File: src/rtl/hart_sched_pkg.sv
// Shared constants and the per-hart state encoding for the FMRT Mini Core
// fine-grained multithreading scheduler.
package hart_sched_pkg;

  localparam int HART_NUM_DEF = 4;
  localparam int HART_STATE_B = HART_NUM_DEF;
  localparam logic [HART_STATE_B-1:0] BOOT_MASK_DEF = 4'b0001;

  typedef enum logic [1:0] {
    HS_IDLE    = 2'b00,
    HS_READY   = 2'b01,
    HS_WAIT_BR = 2'b10,
    HS_WAIT_LD = 2'b11
  } hs_e;

endpackage

File: src/rtl/hart_rr_arb.sv
// Combinational round-robin arbiter: one-hot grant to the first requester
// after the last-granted index, wrapping from N-1 back to 0.
module hart_rr_arb #(
  parameter int  N  = 4,
  localparam int PW = (N > 1) ? $clog2(N) : 1
) (
  input  logic [N-1:0]  req,
  input  logic [PW-1:0] last,
  output logic [N-1:0]  grant
);

  logic [PW-1:0] idx;
  logic          found;

  // NOTE: every combinational output gets a default before any branch so no latch is inferred.
  always_comb begin
    grant = '0;
    found = 1'b0;
    idx   = '0;
    for (int k = 1; k <= N; k++) begin
      idx = PW'((int'(last) + k) % N);
      if (!found && req[idx]) begin
        grant[idx] = 1'b1;
        found      = 1'b1;
      end
    end
  end

endmodule

File: src/rtl/hart_sched.sv
// Fetch scheduler: per-hart park/resolve state machines plus round-robin
// selection of the hart that IF fetches for next.
module hart_sched
  import hart_sched_pkg::*;
#(
  parameter int                 HART_NUM  = HART_NUM_DEF,
  parameter logic [HART_NUM-1:0] BOOT_MASK = HART_NUM'(BOOT_MASK_DEF),
  localparam int                PW        = (HART_NUM > 1) ? $clog2(HART_NUM) : 1
) (
  input  logic                clk,
  input  logic                reset,
  input  logic                stall,
  input  logic [HART_NUM-1:0] id_hstate,
  input  logic                is_branch,
  input  logic                is_load,
  input  logic                br_done,
  input  logic [HART_NUM-1:0] br_hstate,
  input  logic                ld_done,
  input  logic [HART_NUM-1:0] ld_hstate,
  input  logic [HART_NUM-1:0] hart_start,
  input  logic [HART_NUM-1:0] hart_kill,
  output logic [HART_NUM-1:0] if_hart_st,
  output logic                if_flush,
  output logic [HART_NUM-1:0] hart_active,
  output logic                all_idle
);

  logic [HART_NUM-1:0] ready_d;
  logic [HART_NUM-1:0] active_d;
  logic [HART_NUM-1:0] park_vec;
  logic [HART_NUM-1:0] grant;
  logic [PW-1:0]       ptr_q;
  logic [PW-1:0]       grant_idx;
  logic                flush_d;

  for (genvar i = 0; i < HART_NUM; i++) begin : g_hart
    hs_e  state_q;
    hs_e  state_d;
    logic park_fire;

    // Later assignments override earlier ones: resolve < park < start < kill.
    // Parking is checked against the post-resolve state so that a park in the
    // same cycle as a resolution wins (the resolution belongs to the older op).
    always_comb begin
      state_d   = state_q;
      park_fire = 1'b0;
      if (state_q == HS_WAIT_BR && br_done && br_hstate[i]) state_d = HS_READY;
      if (state_q == HS_WAIT_LD && ld_done && ld_hstate[i]) state_d = HS_READY;
      if (!stall && id_hstate[i] && (is_branch || is_load) && state_d == HS_READY) begin
        park_fire = 1'b1;
        state_d   = is_branch ? HS_WAIT_BR : HS_WAIT_LD;
      end
      if (hart_start[i] && state_q == HS_IDLE) state_d = HS_READY;
      if (hart_kill[i]) begin
        park_fire = 1'b0;
        state_d   = HS_IDLE;
      end
    end

    // NOTE: sequential state uses non-blocking assignments only.
    always_ff @(posedge clk or negedge reset) begin
      if (!reset) state_q <= BOOT_MASK[i] ? HS_READY : HS_IDLE;
      else        state_q <= state_d;
    end

    assign ready_d[i]  = (state_d == HS_READY);
    assign active_d[i] = (state_d != HS_IDLE);
    assign park_vec[i] = park_fire;
  end

  // Grant from next-state READY: parked harts drop out, released harts join now.
  hart_rr_arb #(.N(HART_NUM)) u_arb (
    .req   (ready_d),
    .last  (ptr_q),
    .grant (grant)
  );

  always_comb begin
    grant_idx = ptr_q;
    for (int i = 0; i < HART_NUM; i++) begin
      if (grant[i]) grant_idx = PW'(i);
    end
  end

  // The fetched instruction is younger than the one parking its own hart.
  assign flush_d = !stall && (|(park_vec & id_hstate)) && (id_hstate == if_hart_st);

  always_ff @(posedge clk or negedge reset) begin
    if (!reset) begin
      if_hart_st  <= '0;
      ptr_q       <= PW'(HART_NUM - 1);
      if_flush    <= 1'b0;
      hart_active <= BOOT_MASK;
      all_idle    <= (BOOT_MASK == '0);
    end else begin
      if_flush    <= flush_d;
      hart_active <= active_d;
      all_idle    <= ~|active_d;
      if (!stall) begin
        if_hart_st <= grant;
        if (|grant) ptr_q <= grant_idx;
      end
    end
  end

endmodule

File: config.mk
export PLATFORM = sky130hd
export DESIGN_NAME = hart_sched
export DESIGN_NICKNAME = d
export VERILOG_FILES = /design/src/rtl/hart_sched_pkg.sv /design/src/rtl/hart_rr_arb.sv /design/src/rtl/hart_sched.sv
export SDC_FILE = /design/constraint.sdc
export NUM_CORES = 1
export LEC_CHECK = 0
export CORE_MARGIN = 4
export CORE_UTILIZATION = 30
export CTS_BUF_LIST = sky130_fd_sc_hd__clkbuf_8
export CTS_CLUSTER_SIZE = 14
export DETAILED_ROUTE_END_ITERATION = 6
export HOLD_SLACK_MARGIN = 0.02
export PLACE_DENSITY_LB_ADDON = 0.08
export SLEW_MARGIN = 10
export SYNTH_ARGS = -nofsm -noshare
export SYNTH_HDL_FRONTEND = slang
export SYNTH_SLANG_ARGS = --single-unit
File: constraint.sdc
create_clock -name clk -period 7.7 [get_ports clk]
set_input_delay 1.925 -clock clk [delete_from_list [all_inputs] [get_ports clk]]
set_output_delay 1.925 -clock clk [all_outputs]
set_load 0.05 [all_outputs]
---- Yosys cells after proc, flatten, opt, wreduce, memory -nomap -nowiden ----
Index checks and enable logic that the tools add are counted.
cells by class
  bitwise gates (word level) .............. 5
  muxes and demuxes ....................... 56
  equality and inequality tests ........... 17
  reductions and logical operators ........ 60
  magnitude comparators ................... 8
  $add $sub $neg .......................... 4
operators with widths
  kind                                                                           count
  2-bit two-way mux                                                              24
  1-bit logical AND                                                              41
  1-bit two-way mux                                                              20
  2-bit by 1-bit equality test with 1-bit output (second input constant)         8
  2-bit equality test (second input constant)                                    8
  4-bit two-way mux                                                              4
  2-bit by 3-bit less-than comparator with 1-bit output (second input constant)  4
  4-bit OR                                                                       3
  4-bit OR reduction                                                             3
  1-bit binary-select mux with 2-bit select                                      4
  1-bit demux with 2-bit select                                                  4
  2-bit by 1-bit >= comparator with 1-bit output (second input constant)         4
  2-bit zero test                                                                4
  2-bit nonzero test                                                             4
  1-bit zero test                                                                5
  2-bit by 1-bit adder with 2-bit output (second input constant)                 2
  2-bit adder (second input constant)                                            2
  4-bit AND                                                                      1
  4-bit equality test                                                            1
  4-bit nonzero test                                                             1
  3-bit AND reduction                                                            1
  1-bit logical OR                                                               1
  1-bit NOT                                                                      1
storage, ports and cells
  input port bits ......................... 27
  output and inout port bits .............. 10
  bits in registers ....................... 20
  logic and storage cells ................. 159

---- Logic depth before layout (Yosys ltp) ----
Gate-level depths: netlist (run 1).
  depth after elaboration ................. 27
  mapped depth ............................ 10
  mapped depth without buffers ............ 9

---- Cells and area by module ----
Synthesis (run 1) repeated with hierarchy kept, for this count alone.
unflattened totals
  cells, all modules ...................... 151
  area, all modules ....................... 1,483.9 um^2
modules (own cells, without submodules)
  module       cells each  sequential area each (um^2)  area each (um^2)  times used
  hart_sched   113         505.5                        1,126.1           1
  hart_rr_arb  38          0.0                          357.8             1

---- Least setup slack after synthesis (run 1) ----
OpenSTA, ideal clock, no wires.
  path kind ............................... input to register
  from .................................... input port br_done
  to ...................................... register if_hart_st[1]
  arrival time ............................ 3,814 ps
  stages on the path ...................... 9
  path slack .............................. 3,761 ps
  library setup time ...................... 125 ps
  path buffers ............................ 1
  data required time ...................... 7,575 ps
  path through ............................ buf_6 -> a31o_1 -> and3_4 -> nor4_4 -> mux2i_1 -> a22o_1 -> a21boi_4 -> a221o_1 -> mux2_2
between the ends
  cells in the longest elaborated chain, start to end .. 22
  elaborated cells on any way between the ends .. 64
  classes of those cells .................. eq/ne (8); mux (35); bitwise (3); reduce/logical (18)
RTL lines
  item                                            line               source
  start, declared                                 hart_sched.sv:16   input logic br_done,
  1-bit logical AND (2 in series)                 hart_sched.sv:47   if (state_q == HS_WAIT_BR && br_done && br_hstate[i]) state_d = HS_READY;
  2-bit two-way mux                               hart_sched.sv:47
  2-bit two-way mux                               hart_sched.sv:48   if (state_q == HS_WAIT_LD && ld_done && ld_hstate[i]) state_d = HS_READY;
  2-bit by 1-bit equality test with 1-bit output  hart_sched.sv:49   if (!stall && id_hstate[i] && (is_branch || is_load) && state_d == HS_READY) begin
  1-bit logical AND                               hart_sched.sv:49
  2-bit two-way mux                               hart_sched.sv:49
  2-bit two-way mux                               hart_sched.sv:53   if (hart_start[i] && state_q == HS_IDLE) state_d = HS_READY;
  2-bit two-way mux                               hart_sched.sv:54   if (hart_kill[i]) begin
  [... 5 more ...]                                -
  1-bit logical AND                               hart_rr_arb.sv:22  if (!found && req[idx]) begin
  1-bit two-way mux                               hart_rr_arb.sv:22
  1-bit zero test                                 hart_rr_arb.sv:22
  1-bit logical AND                               hart_rr_arb.sv:22
  1-bit two-way mux                               hart_rr_arb.sv:22
  1-bit zero test                                 hart_rr_arb.sv:22
  1-bit logical AND                               hart_rr_arb.sv:22
  4-bit two-way mux *                             hart_rr_arb.sv:22
  end signal, assigned                            hart_sched.sv:100  if_hart_st <= grant;
  end, declared                                   hart_sched.sv:22   output logic [HART_NUM-1:0] if_hart_st,
Mark *: on every way between the ends. The rest lies on a longest branch, timed or not. The select of a mux whose other input is x is not followed.
A chain may end at the register's enable or synchronous reset.

---- Worst setup path after layout (run 1) ----
  from .................................... input port stall
  to ...................................... register if_hart_st[0]
between the ends
  cells in the longest elaborated chain, start to end .. 20
  elaborated cells on any way between the ends .. 53
  classes of those cells .................. eq/ne (4); mux (27); bitwise (3); reduce/logical (19)
RTL lines
  item                                            line               source
  start, declared                                 hart_sched.sv:12   input logic stall,
  1-bit zero test                                 -
  1-bit logical AND (3 in series)                 hart_sched.sv:49
  2-bit two-way mux                               hart_sched.sv:49
  2-bit two-way mux                               hart_sched.sv:53
  2-bit two-way mux                               hart_sched.sv:54
  2-bit by 1-bit equality test with 1-bit output  hart_sched.sv:66   assign ready_d[i] = (state_d == HS_READY);
  1-bit binary-select mux with 2-bit select       hart_rr_arb.sv:22
  1-bit two-way mux (not written as such)         hart_rr_arb.sv:22
  [... 2 more ...]                                -
  1-bit logical AND                               hart_rr_arb.sv:22
  1-bit two-way mux                               hart_rr_arb.sv:22
  1-bit zero test                                 hart_rr_arb.sv:22
  1-bit logical AND                               hart_rr_arb.sv:22
  1-bit two-way mux                               hart_rr_arb.sv:22
  1-bit zero test                                 hart_rr_arb.sv:22
  1-bit logical AND                               hart_rr_arb.sv:22
  4-bit two-way mux                               hart_rr_arb.sv:22
Parallel ways exist; a longest one is shown, timed or not. The select of a mux whose other input is x is not followed.

==> impl_metrics.yaml, run 1 <==
clocking:
  maximum_clock_insertion_buffer_count: 2
  cts.hold.buffers_added: 0
  cts_tree: "done"
  post_cts.resized_instances: 0
  post_cts_buffers: 0
  cts.sink_count: 20
  cts_bufs_inserted: 3
  cts.root.buffer_cell: "clkbuf_8"
  ctsHtreeMaxLevel: 1
  worst_skew_pair.late_latency_ns: 0.26
  clkSlewWorstSetupHoldPaths_ns: 0.07
final_layout:
  drive_above_1_share_pct: 10.7
  fin_area_um2: 1960
  antenna_diode_count: 0
  syn_to_final_growth_pct: 30.7
  nNetsFinal: 232
die:
  die_area_um2: 6200
  start_util_pct: 31.3
  core-area_um2: 4790
  io-pin-count: 37
  count_of_standard_cell_rows: 25
  die_width_um: 78.7
  die_boundary_height_um: 78.7
synth:
  syn_area_per_cell_um2: 9.38
  post_synth_instance_area_um2: 1500
  synth_top_family_by_area: "compound AO/OA/AOI/OAI gates"
  mux_share_of_post_synthesis_cell_area_pct: 6.51
  post_synthesis_compound_gate_area_fraction_pct: 25.0
  netlist.top_cell.by_area: "dfrtp_1"
  ys_seq_elements: 20
  synth_fp_nets: 195
  post_synth_xor_area_fraction_pct: 2.34
  async_reset_ff_share_pct: 100
  yosysWarningCount: 0
  synth_seq_area_share_pct: 33.7
  synthCells: 160
  synth_simple_gate_area_share_pct: 21.9
  synth_enable_flop_cells: 0
  synthAdderAreaFrac_pct: 6.67
  synth_ff_type: "dfrtp_1"
  synthTopCellsByArea: "dfrtp_1 27%, dfstp_2 7.0%, ha_1 6.7%, a21oi_1 5.0%, nand3_1 3.3%"
  synth.top_cell.area_share_pct: 26.7
  synthDistinctLibCells: 51
sta:
  max_slew.worst_pin.slew_ns: 0.945
  setup_viol: 0
  maxSlewHeadroom_pct: 36.8
  hold_viol: 0
  finalCriticalPeriod_ns: 4.66
  rsz0062_at_grt: "no"
  achievable-frequency_ghz: 0.214
  setup-tns-final_ns: 0
  fin_crit_sh_pct: 60.6
  timing_max_transition_violations_final: 0
  fin_skew_ns: 0.00238
  layout_setup_ws_ns: 3.04
route:
  drt_iter0_markers: 40
  vias: 1421
  vias_per_cell: 5.40
  avgRoutedWirePerCell_um: 16.1
  first_pass_iters: 4
  drc: 0
  antenna_violating_nets_post_route: 0
  detail_route.wirelength_um: 4250
critical_path:
  setup.worst_path.class: "in -> reg"
  cp_slowest_cell: "clkdlybuf4s50_1"
  max_stage_delay_ns: 0.61
  critical_path.top_delay_family: "compound AO/OA/AOI/OAI gates"
  startpoint: "stall"
  worst_setup_path_end_kind: "register"
  worst_path_bufs_invs: 1
  critPathRequiredTime_ns: 7.85
  timing.rr.start: "ptr_q[0]"
  start_kind: "input port"
  cp_max_fo: 12
  critical_path_arrival_ns: 4.81
  cp_cell_sequence: "clkdlybuf4s50_1 > o21ba_1 > a21oi_1 > a31o_1 > mux4_2 > nand2_1 > o31ai_1 > a221o_1 > mux2_2"
grt:
  largest_net_degree_at_the_start_of_global_routing: 21
  grtUsageMet1_pct: 18.3
  wire_length_of_the_first_global_routing_pass_um: 6980
  grt_met2_usage_pct: 23.5
  grt_antenna_before_repair: 0
  grt.total_usage_pct: 14.2
  grt-ovfl-total: 0
  global_route.usage.met3_pct: 3.51
  busiest_layer: "met2"
  grt_pass1_vias: 1431
placed_design:
  gp_routability_congestion: 0.835
  detailed_place_hpwl_um: 3330
  placed_cell_area_um2: 1920
  detailedPlace.worstSlack_ns: 2.78
  numPortBuffers: 36
power_and_ir_drop:
  irDropWorstVdd_mv: 0.148
  static-leakage-power_nw: 0.789
  power_density_nw_per_um2: 266
  total_power_w: 0.000522
run:
  cap_viol_max_count: 0
hold_path:
  min_from: "if_hart_st[0]"
  worst_hold_path_type: "reg -> reg"
outcome:
  run_status: "completed"
==> stage by stage <==
step | instances | hold WS [ns] | utilization [%]
floorplan | 160 | 0.518 | -
global placement | 259 | 0.552 | 40.0
detailed placement | 259 | 0.559 | 40.0
CTS | 263 | 0.574 | 41.0
global route | 263 | 0.587 | 41.0
finish | 263 | 0.569 | 41.0
==> cells in the mapped netlist, types with 2 or more instances <==
cell / count
dfrtp_1: 16
a21oi_1: 15
nand2_1: 13
nand3_1: 10
ha_1: 8
inv_1: 8
nor2_1: 8
a31oi_1: 6
nor4_1: 5
dfstp_2: 4
mux2_2: 4
nand3b_1: 4
o31ai_1: 4
mux2i_1: 3
nand2b_1: 3
nor3b_1: 3
xnor2_1: 3
a221o_1: 2
a31o_1: 2
a31o_2: 2
a41oi_1: 2
and2_1: 2
buf_2: 2
nor2b_1: 2
nor3_1: 2
o211ai_1: 2
==> cell type report <==
| cell class | count | area, µm² |
|---|---|---|
| fillers | 470 | 2830 |
| repair buffers | 36 | 360 |
| clock buffers | 3 | 41.3 |
| flip-flops and latches | 20 | 505 |
| clock inverters | 1 | 3.75 |
| well taps | 67 | 83.8 |
| multi-input cells | 128 | 936 |
| inverters | 8 | 30.0 |
==> state kept, by name, summed over array words and instances, names as in the netlist <==
name            flops
g_hart.state_q      8
hart_active         4
if_hart_st          4
ptr_q               2
all_idle            1
if_flush            1
==> worst register-to-register path: cells and delay by family (launching register included) <==
family | cells | cell delay [ns]
adders and majority gates | 1 | 0.39
muxes | 2 | 0.88
AOI/OAI and AO/OA | 2 | 0.40
buffers and inverters | 1 | 0.22
DFF | 1 | 0.66
and+or+nand+nor | 1 | 0.12
==> metal layers <==
metal / up-vias / part of all wire [%]
li1: 680 / -
met1: 686 / 45
met2: 51 / 48
met3: 4 / 6.9
met4: 0 / 0.73
met5: - / 0
==> cell families after synthesis <==
kind of cell / count (synthesis)
adder cells (fa/ha/maj): 8
flip-flops: 20
AND/OR/NAND/NOR: 58
AO/OA/AOI/OAI: 50
buffers and inverters: 12
XOR/XNOR: 4
multiplexers: 8
==> power breakdown <==
part            total, W  internal [W]  switching (W)  leakage, nW
combinational   0.000295      0.000125       0.000170        0.508
clock          0.0000704     0.0000355      0.0000349       0.0269
sequential      0.000156      0.000129      0.0000270        0.254
==> final timing paths <==
kind	end	slack, ns	depth (start not counted)
max	if_hart_st[0]	3.04	9
min	if_hart_st[0]	0.57	1
max reg2reg	if_hart_st[0]	4.92	7
min reg2reg	if_hart_st[0]	0.57	1
max in group asynchronous	if_hart_st[0]	4.93	1
min in group asynchronous	g_hart[3].state_q[0]	2.19	1
==> layout by cell type, fill, tap and decap left out, types with 2 or more instances in the layout <==
master,n
a21oi_1,15
a221o_1,2
a31o_1,2
a31o_2,2
a31oi_1,6
a41oi_1,2
and2_1,2
clkbuf_8,3
clkdlybuf4s50_1,36
dfrtp_1,16
dfstp_2,4
ha_1,8
inv_1,9
mux2_2,4
mux2i_1,3
nand2_1,13
nand2b_1,3
nand3_1,10
nand3b_1,4
nor2_1,8
nor2b_1,2
nor3_1,2
nor3b_1,3
nor4_1,5
o211ai_1,2
o31ai_1,4
xnor2_1,3
Power figures use the tool's default switching activity.
==> run 2: changes to the inputs <==
clock period = 4 ns   (was 7.7 ns; I/O delays follow)
==> impl_metrics.yaml, run 2 (synthesized netlist as in run 1, its figures left out) <==
route:
  vias: 1419
  drt_iter0_markers: 87
  drc: 0
  antenna_violating_nets_post_route: 0
  detail_route.wirelength_um: 4230
  vias_per_cell: 5.33
  avgRoutedWirePerCell_um: 15.9
  first_pass_iters: 4
sta:
  hold_viol: 0
  fin_skew_ns: 0.00198
  max_slew.worst_pin.slew_ns: 0.939
  finalCriticalPeriod_ns: 3.56
  timing_max_transition_violations_final: 0
  fin_crit_sh_pct: 89.0
  maxSlewHeadroom_pct: 37.2
  setup_viol: 0
  achievable-frequency_ghz: 0.281
  rsz0062_at_grt: "no"
  setup-tns-final_ns: 0
final_layout:
  sequential_cell_area_um2: 505
  most-common-layout-cells: "36 x clkdlybuf4s50_1, 16 x dfrtp_1, 15 x a21oi_1"
  area_taken_by_multi_input_logic_gates_um2: 936
  utilization_pct: 41.6
  nNetsFinal: 235
  largest_register_ff_count: 8
  layout.cells.non_filler: 266
  top_regs: "g_hart.state_q x8, hart_active x4, if_hart_st x4"
  drive_above_1_share_pct: 12.6
  syn_to_final_growth_pct: 32.9
  regMostFlops: "g_hart.state_q"
  fillCellCount: 492
  mostFrequentLayoutCell: "clkdlybuf4s50_1"
  antenna_diode_count: 0
critical_path:
  max_stage_delay_ns: 0.58
  worst_setup_path_end_kind: "register"
  setup.worst_path.class: "in -> reg"
  critPathRequiredTime_ns: 4.15
  timing.reg2reg.setup_slack_ns: 1.26
  critical_path_arrival_ns: 3.71
  worst_path_bufs_invs: 1
  cp_cell_sequence: "clkdlybuf4s50_1 > o21ba_1 > and3_4 > nor4_4 > mux2i_1 > a22o_1 > a21boi_4 > a221o_1 > mux2_2"
  cp_slowest_cell: "clkdlybuf4s50_1"
  start_kind: "input port"
  cp_max_fo: 9
  critical_path.top_delay_family: "compound AO/OA/AOI/OAI gates"
power_and_ir_drop:
  comb_power_share_pct: 55.4
  power_density_nw_per_um2: 512
  netsw_w: 0.000443
  pwr-share-seq_pct: 29.2
  static-leakage-power_nw: 0.805
  power_switching_share_pct: 43.3
  power_report.internal_total_w: 0.000579
  p_clk_share_pct: 15.4
  irDropWorstVdd_mv: 0.233
clocking:
  post_cts_buffers: 0
  cts.sink_count: 20
  cts.root.buffer_cell: "clkbuf_8"
  cts.hold.buffers_added: 0
  cts_bufs_inserted: 3
  worst_skew_pair.late_latency_ns: 0.26
  maximum_clock_insertion_buffer_count: 2
  ctsHtreeMaxLevel: 1
  post_cts.resized_instances: 0
  cts_tree: "done"
  clkSlewWorstSetupHoldPaths_ns: 0.08
grt:
  grt_antenna_before_repair: 0
  largest_net_degree_at_the_start_of_global_routing: 21
  grt-ovfl-total: 0
  wire_length_of_the_first_global_routing_pass_um: 6940
  grt.total_usage_pct: 14.3
  grt_pass1_vias: 1439
die:
  start_util_pct: 31.3
  die_boundary_height_um: 78.7
  die_width_um: 78.7
  core-area_um2: 4790
  io-pin-count: 37
  count_of_standard_cell_rows: 25
  die_area_um2: 6200
placed_design:
  detailed_place_hpwl_um: 3330
  numPortBuffers: 36
  placed_cells_incl_taps: 262
  gp_routability_congestion: 0.865
run:
  cap_viol_max_count: 0
outcome:
  run_status: "completed"
hold_path:
  worst_hold_path_type: "reg -> reg"
[run 2: cell count changes in the layout (fill, tap and decap cells not counted)]
cell,change
inv_1,-1
clkbuf_8,+1
buf_4,+3
[run 2: cell type report]
class                           count  area share [%]
Sequential cell                    20            25.4
Tap cell                           67            4.21
Multi-Input combinational cell    128            47.0
Timing Repair Buffer               39            19.2
Inverter                            8            1.51
Clock buffer                        4            2.76
[run 2: power groups by stage]
stage	Sequential (W)	Clock [W]	Combinational (W)
finish	0.000298	0.000157	0.000566
global route	0.000304	0.000175	0.000621
CTS	0.000297	0.000163	0.000566
detailed placement	0.000300	0	0.000563
global placement	0.000301	0	0.000556
floorplan	0.000345	0	0.000360
[run 2: worst reg2reg max path, stage by stage (launching register included)]
cell     delay [ns]
dfstp_2        0.65
inv_1          0.21
ha_1           0.40
mux4_2         0.60
nand2_1        0.11
o31ai_1        0.08
a221o_1        0.31
mux2_2         0.27
[run 2: per-stage QoR]
stage	hold slack (ns)	worst slack (ns)	total power, W	cell area, µm²
after floorplan	0.518	0.986	0.000705	1500
final	0.571	0.440	0.00102	1990
after CTS	0.571	0.463	0.00103	1990
after global routing	0.584	0.286	0.00110	1990
after global placement	0.558	0.154	0.000857	1940
after detailed placement	0.555	0.193	0.000863	1940
[run 2: path summary, 6_finish.rpt]
check,start,endpoint,cells past startpoint
worst max-delay path,stall,if_hart_st[1],9
worst min-delay path,ptr_q[1],ptr_q[1],1
worst max register to register,ptr_q[0],if_hart_st[1],7
worst min register to register,ptr_q[1],ptr_q[1],1
max in group asynchronous,reset,if_flush,1
min in group asynchronous,reset,g_hart[3].state_q[0],1
[run 2: routing by layer]
layer	vias up	part of all wire [%]	global-route usage, %
li1	684	-	-
met1	687	47	19.2
met2	43	45	22.7
met3	5	6.6	3.63
met4	0	1.1	4.55
met5	-	0	0
